File: config.mk
export PLATFORM = sky130hd
export DESIGN_NAME = store_buffer
export DESIGN_NICKNAME = d
export VERILOG_FILES = /design/src/rtl/store_buffer.sv
export SDC_FILE = /design/constraint.sdc
export NUM_CORES = 1
export LEC_CHECK = 0
export CAP_MARGIN = 30
export CORE_AREA = 10 10 260 262
export DETAILED_ROUTE_END_ITERATION = 8
export DIE_AREA = 0 0 270 272
export PLACE_DENSITY_LB_ADDON = 0.15
export SETUP_SLACK_MARGIN = 0.3
export SLEW_MARGIN = 20
export SYNTH_ARGS = -nofsm -noshare
export SYNTH_HDL_FRONTEND = slang
export SYNTH_SLANG_ARGS = --single-unit
File: constraint.sdc
create_clock -name clk -period 7.7 [get_ports clk]
set_input_delay 1.54 -clock clk [delete_from_list [all_inputs] [get_ports clk]]
set_output_delay 1.54 -clock clk [all_outputs]
set_load 0.01 [all_outputs]
File: src/rtl/store_buffer.sv
// -----------------------------------------------------------------------------
// store_buffer
//   Post-commit store buffer between the memory stage and the data bus.
//   Stores arrive already aligned to a 64-bit doubleword. They are queued in a
//   small circular FIFO and drained one at a time over the
//   dreq_valid / dresp_addr_ok / dresp_data_ok handshake. A store to the same
//   doubleword as the youngest entry merges into it. A load that hits any
//   pending doubleword raises ld_stall.
//
// Ports
//   clk, reset                      clock, asynchronous active-high reset
//   st_valid/st_addr/st_data/st_strobe  store request; st_ready = accepted
//   ld_valid/ld_addr, ld_stall      load hazard lookup (combinational)
//   dreq_valid/addr/data/strobe     bus write request, driven from the head
//   dresp_addr_ok, dresp_data_ok    bus address accept / write completion
//   empty, count                    occupancy
// -----------------------------------------------------------------------------
module store_buffer #(
   parameter int DEPTH = 4,
   parameter int CNT_W = $clog2(DEPTH + 1)
) (
   input  logic             clk,
   input  logic             reset,
   input  logic             st_valid,
   input  logic [63:0]      st_addr,
   input  logic [63:0]      st_data,
   input  logic [7:0]       st_strobe,
   output logic             st_ready,
   input  logic             ld_valid,
   input  logic [63:0]      ld_addr,
   output logic             ld_stall,
   output logic             dreq_valid,
   output logic [63:0]      dreq_addr,
   output logic [63:0]      dreq_data,
   output logic [7:0]       dreq_strobe,
   input  logic             dresp_addr_ok,
   input  logic             dresp_data_ok,
   output logic             empty,
   output logic [CNT_W-1:0] count
);

   localparam int PTR_W = $clog2(DEPTH);

   typedef enum logic {
      S_REQ,
      S_WAIT_DATA
   } state_t;

   state_t           state_q, state_d;
   logic [PTR_W-1:0] head_q, head_d;
   logic [PTR_W-1:0] tail_q, tail_d;
   logic [CNT_W-1:0] count_q, count_d;

   logic [60:0]      addr_q [DEPTH];
   logic [60:0]      addr_d [DEPTH];
   logic [63:0]      data_q [DEPTH];
   logic [63:0]      data_d [DEPTH];
   logic [7:0]       strb_q [DEPTH];
   logic [7:0]       strb_d [DEPTH];

   logic [PTR_W-1:0] tail_last;
   logic [PTR_W-1:0] occ_off;
   logic             merge_hit;
   logic             enq;
   logic             pop;

   // Byte-offset bits never participate in matching or in the bus address.
   logic             unused_addr_bits;
   assign unused_addr_bits = ^{st_addr[2:0], ld_addr[2:0]};

   always_comb begin
      // NOTE: every signal written here gets a default first, so no path can
      // leave one unassigned and infer a latch.
      state_d    = state_q;
      dreq_valid = 1'b0;
      pop        = 1'b0;
      addr_d     = addr_q;
      data_d     = data_q;
      strb_d     = strb_q;
      ld_stall   = 1'b0;
      occ_off    = '0;

      // The youngest entry; with count>=2 it can never be the head in flight.
      tail_last = tail_q - PTR_W'(1);
      merge_hit = st_valid && (count_q >= CNT_W'(2)) &&
                  (addr_q[tail_last] == st_addr[63:3]);
      st_ready  = merge_hit || (count_q < CNT_W'(DEPTH));
      enq       = st_valid && st_ready && !merge_hit;
      empty     = (count_q == '0);

      case (state_q)
         S_REQ: begin
            dreq_valid = !empty;
            if (dreq_valid && dresp_addr_ok) begin
               if (dresp_data_ok) pop = 1'b1;
               else               state_d = S_WAIT_DATA;
            end
         end
         S_WAIT_DATA: begin
            if (dresp_data_ok) begin
               pop     = 1'b1;
               state_d = S_REQ;
            end
         end
         default: state_d = S_REQ;
      endcase

      if (enq) begin
         addr_d[tail_q] = st_addr[63:3];
         data_d[tail_q] = st_data;
         strb_d[tail_q] = st_strobe;
      end
      if (merge_hit) begin
         for (int b = 0; b < 8; b++) begin
            if (st_strobe[b]) data_d[tail_last][8*b +: 8] = st_data[8*b +: 8];
         end
         strb_d[tail_last] = strb_q[tail_last] | st_strobe;
      end

      head_d  = pop ? head_q + PTR_W'(1) : head_q;
      tail_d  = enq ? tail_q + PTR_W'(1) : tail_q;
      count_d = count_q + CNT_W'(enq) - CNT_W'(pop);

      // An entry is occupied when its distance from head is below count.
      for (int i = 0; i < DEPTH; i++) begin
         occ_off = PTR_W'(i) - head_q;
         if (ld_valid && (CNT_W'(occ_off) < count_q) &&
             (addr_q[i] == ld_addr[63:3])) begin
            ld_stall = 1'b1;
         end
      end
   end

   assign dreq_addr   = {addr_q[head_q], 3'b000};
   assign dreq_data   = data_q[head_q];
   assign dreq_strobe = strb_q[head_q];
   assign count       = count_q;

   // NOTE: sequential state uses <= so every flop samples pre-edge values.
   always_ff @(posedge clk or posedge reset) begin
      if (reset) begin
         state_q <= S_REQ;
         head_q  <= '0;
         tail_q  <= '0;
         count_q <= '0;
      end else begin
         state_q <= state_d;
         head_q  <= head_d;
         tail_q  <= tail_d;
         count_q <= count_d;
      end
   end

   // NOTE: entry storage is deliberately not reset; validity is defined by
   // head/count alone, so stale contents are never observed.
   always_ff @(posedge clk) begin
      addr_q <= addr_d;
      data_q <= data_d;
      strb_q <= strb_d;
   end

endmodule

==> flow_summary.yaml <==
global_route:
  grt_antenna_before_repair: 9
  met1_usage: 0.351
  grt_pass1_wl_um: 143000
  gr-usage-met2: 0.410
  track_usage: 0.264
  grt_max_degree: 109
  grt_pass1_vias: 19600
  top_usage_layer: "met2"
  overflow: 0
  use_met3: 0.0719
timing:
  worst_pin_slew_ns: 1.05
  rsz0062_at_grt: "no"
  fin_crit_sh: 0.941
  period_needed_ns: 7.24
  clock-skew-final_ns: 0.0351
  hold_viol_final: 0
  setup_violations: 0
  slew_headroom: 0.297
  fin_tns_setup_ns: 0
  hold_ws_ns: 0.461
  slew_viol_final: 0
  max_freq_mhz: 138
worst_setup_path:
  critPathSlowestCell: "a222oi_1"
  path_class: "flop to output port"
  crit_path_cell_trace: "inv_1, buf_4, ha_4, buf_4, mux2i_1, o22ai_1, a2111o_1, a222oi_1, nand4_1, nor3_1, nand2b_1, clkdlybuf4s50_1"
  crit_top_cell: "buf_4"
  cp-end-kind: "output port"
  max_stage_delay_ns: 0.72
  path_max_fanout: 37
  critPathArrivalTime_ns: 5.70
  cp-start-kind: "flop"
  required_ns: 6.16
cells_and_area:
  syn_to_final_growth_pct: 22.7
  fin_area_sq_um: 33400
  drive_gt1_frac: 0.265
  fin_nets: 2442
  final_cells: 3118
floorplanning:
  die-area_sq_um: 73400
  pin_count: 349
  fp.dieH_um: 272
  num_rows: 92
  start_util: 0.436
  fp.dieW_um: 270
  fp.coreArea_sq_um: 62500
clock_network:
  clk_path_buf_depth: 3
  cts.sinks: 540
  cts_max_level: 2
  cts_hold_buf: 0
  insertion_delay_ns: 0.64
  cts-resized-gates: 0
  cts_buffers: 58
  cts_tree: "yes"
  cts_setup_buffers: 0
  cts_root_buf: "clkbuf_16"
  clk_pin_slew_ns: 0.06
pwr:
  vdd_ir_drop_max_mv: 0.312
  powerDensity_nw_per_um2: 434
  p_leak_nw: 12.2
  total_power_mw: 14.5
logic_synthesis:
  synth_area_per_cell_sq_um: 14.4
  synth_top_cell_by_area: "edfxtp_1"
  yosysWarnings: 0
  synth_edf_count: 244
  synth_flop_cell: "dfxtp_1"
  synth_top_area_frac: 0.269
  synth.top_cells.by_area: "edfxtp_1 (27%), dfxtp_1 (21%), mux4_2 (15%)"
  ys_seq_area_frac: 0.488
  synth_seq_cells: 540
  synth_cells: 1888
  synth-async-reset-ratio: 0.0148
  syn_area_sq_um: 27200
  synth_cell_type_count: 78
route:
  via_count: 18900
  postRouteWirelength_um: 99500
  firstDrtPassIters: 5
  drtIter0Drc: 1902
  avgRoutedWirePerCell_um: 31.9
  viasPerCell: 6.06
  drtAntennaViolNets: 0
  drc: 0
placement:
  place_congestion: 1.03
  place_area_sq_um: 31600
  placed_cells: 3011
  dp_hpwl_um: 76000
  io_buffer_count: 339
outcome:
  status: "finished clean"
run:
  max-cap-violations: 0
hold_path:
  hold_class: "flop to flop"
[through the flow]
stage / utilization / setup slack (ns)
after floorplan: - / 1.43
after global placement: 0.503 / 1.17
after detailed placement: 0.505 / 1.16
after CTS: 0.535 / 0.516
after global routing: 0.535 / 0.348
final: 0.535 / 0.456
[layout by cell type (no fill, tap or decap), types with 6 or more instances in the layout]
| cell type | netlist | final |
|---|---|---|
| nor2_1 | 25 | 23 |
| nor4_1 | 40 | 37 |
| o22ai_1 | 32 | 32 |
| nand3_1 | 22 | 22 |
| buf_4 | 10 | 24 |
| xnor2_1 | 114 | 114 |
| clkbuf_1 | 36 | 12 |
| a22o_1 | 6 | 6 |
| clkinv_1 | 1 | 7 |
| mux2i_1 | 77 | 77 |
| nand2_1 | 23 | 23 |
| o21ai_0 | 9 | 9 |
| o211ai_1 | 34 | 34 |
| buf_12 | 4 | 9 |
| nand4_1 | 44 | 44 |
| mux4_2 | 184 | 184 |
| clkinv_2 | 0 | 10 |
| ha_1 | 10 | 9 |
| a22oi_1 | 15 | 15 |
| mux2_2 | 243 | 243 |
| a22oi_4 | 11 | 11 |
| inv_1 | 79 | 77 |
| xor2_1 | 105 | 105 |
| clkdlybuf4s50_1 | 0 | 339 |
| a21boi_2 | 15 | 15 |
| a221oi_1 | 11 | 11 |
| mux2_1 | 17 | 17 |
| nand2b_1 | 16 | 16 |
| dfxtp_1 | 288 | 288 |
| o2111ai_1 | 10 | 10 |
| clkbuf_16 | 0 | 60 |
| o2bb2ai_1 | 11 | 11 |
| a21oi_1 | 9 | 9 |
| clkbuf_8 | 0 | 9 |
| nor3_1 | 11 | 11 |
| edfxtp_1 | 244 | 244 |
[per-layer routing]
metal | part of all wire | vias to the layer above
li1 | - | 8097
met1 | 0.41 | 9741
met2 | 0.46 | 871
met3 | 0.093 | 172
met4 | 0.036 | 12
met5 | 0.00077 | -
[synth_stat cells, drive strengths merged (16+ instances only)]
cell type  count
a21boi        18
a22oi         31
buf           61
clkbuf        36
dfxtp        288
edfxtp       244
inv           79
mux2         260
mux2i         77
mux4         189
nand2         24
nand2b        16
nand3         22
nand4         45
nor2          25
nor4          43
o211ai        34
o22ai         32
xnor2        115
xor2         105
[state kept, by name, summed over array words and instances, names as in the netlist]
name,flops
addr_q,244
count,3
data_q,256
head_q,2
state_q,1
strb_q,32
tail_q,2
[worst max-delay path, delay by kind of cell, from the launching register on]
kind	cells	cell delay [ns]
AOI/OAI and AO/OA	3	1.23
adders and majority gates	1	0.64
buffers and inverters	4	1.23
DFF	1	0.49
muxes	1	0.44
and+or+nand+nor	3	1.00
[kinds of logic (layout without fill, tap and decap cells)]
family,Yosys count,after routing,share of synthesized area
AOI/OAI and AO/OA,201,201,0.0655
xor gates and xnor gates,220,220,0.0710
adders and majority gates,11,11,0.00533
buffers and inverters,177,555,0.0314
DFF,540,540,0.488
muxes,526,526,0.293
other,1,7,0.000138
and+or+nand+nor,212,212,0.0459
[final timing paths]
kind	slack (ns)	cells after the start	end	start
worst max-delay path	0.46	12	st_ready	tail_q[0]$_DFFE_PP0P_
worst min-delay path	0.46	1	data_q[60]$_DFF_P_	data_q[60]$_DFF_P_
worst max register to register	1.59	13	data_q[168]$_DFF_P_	tail_q[0]$_DFFE_PP0P_
worst min register to register	0.46	1	data_q[60]$_DFF_P_	data_q[60]$_DFF_P_
max in group asynchronous	6.16	2	head_q[0]$_DFFE_PP0P_	reset
min in group asynchronous	1.21	2	state_q$_DFF_PP0_	reset
[power by group]
| part | leakage (nW) | switching, mW | internal (mW) | total [mW] |
|---|---|---|---|---|
| clock | 0.906 | 1.15 | 1.54 | 2.70 |
| combinational | 6.59 | 3.29 | 3.78 | 7.07 |
| sequential | 4.73 | 0.701 | 4.03 | 4.73 |
[area by class of cell]
class | count | area, sq um
Antenna cell | 4 | 10.0
Clock buffer | 82 | 1680
Clock inverter | 21 | 155
Fill cell | 5255 | 29100
Inverter | 80 | 300
Multi-Input combinational cell | 1173 | 13200
Sequential cell | 540 | 13300
Tap cell | 846 | 1060
Timing Repair Buffer | 372 | 3750
(Power assumes the default switching activity.)
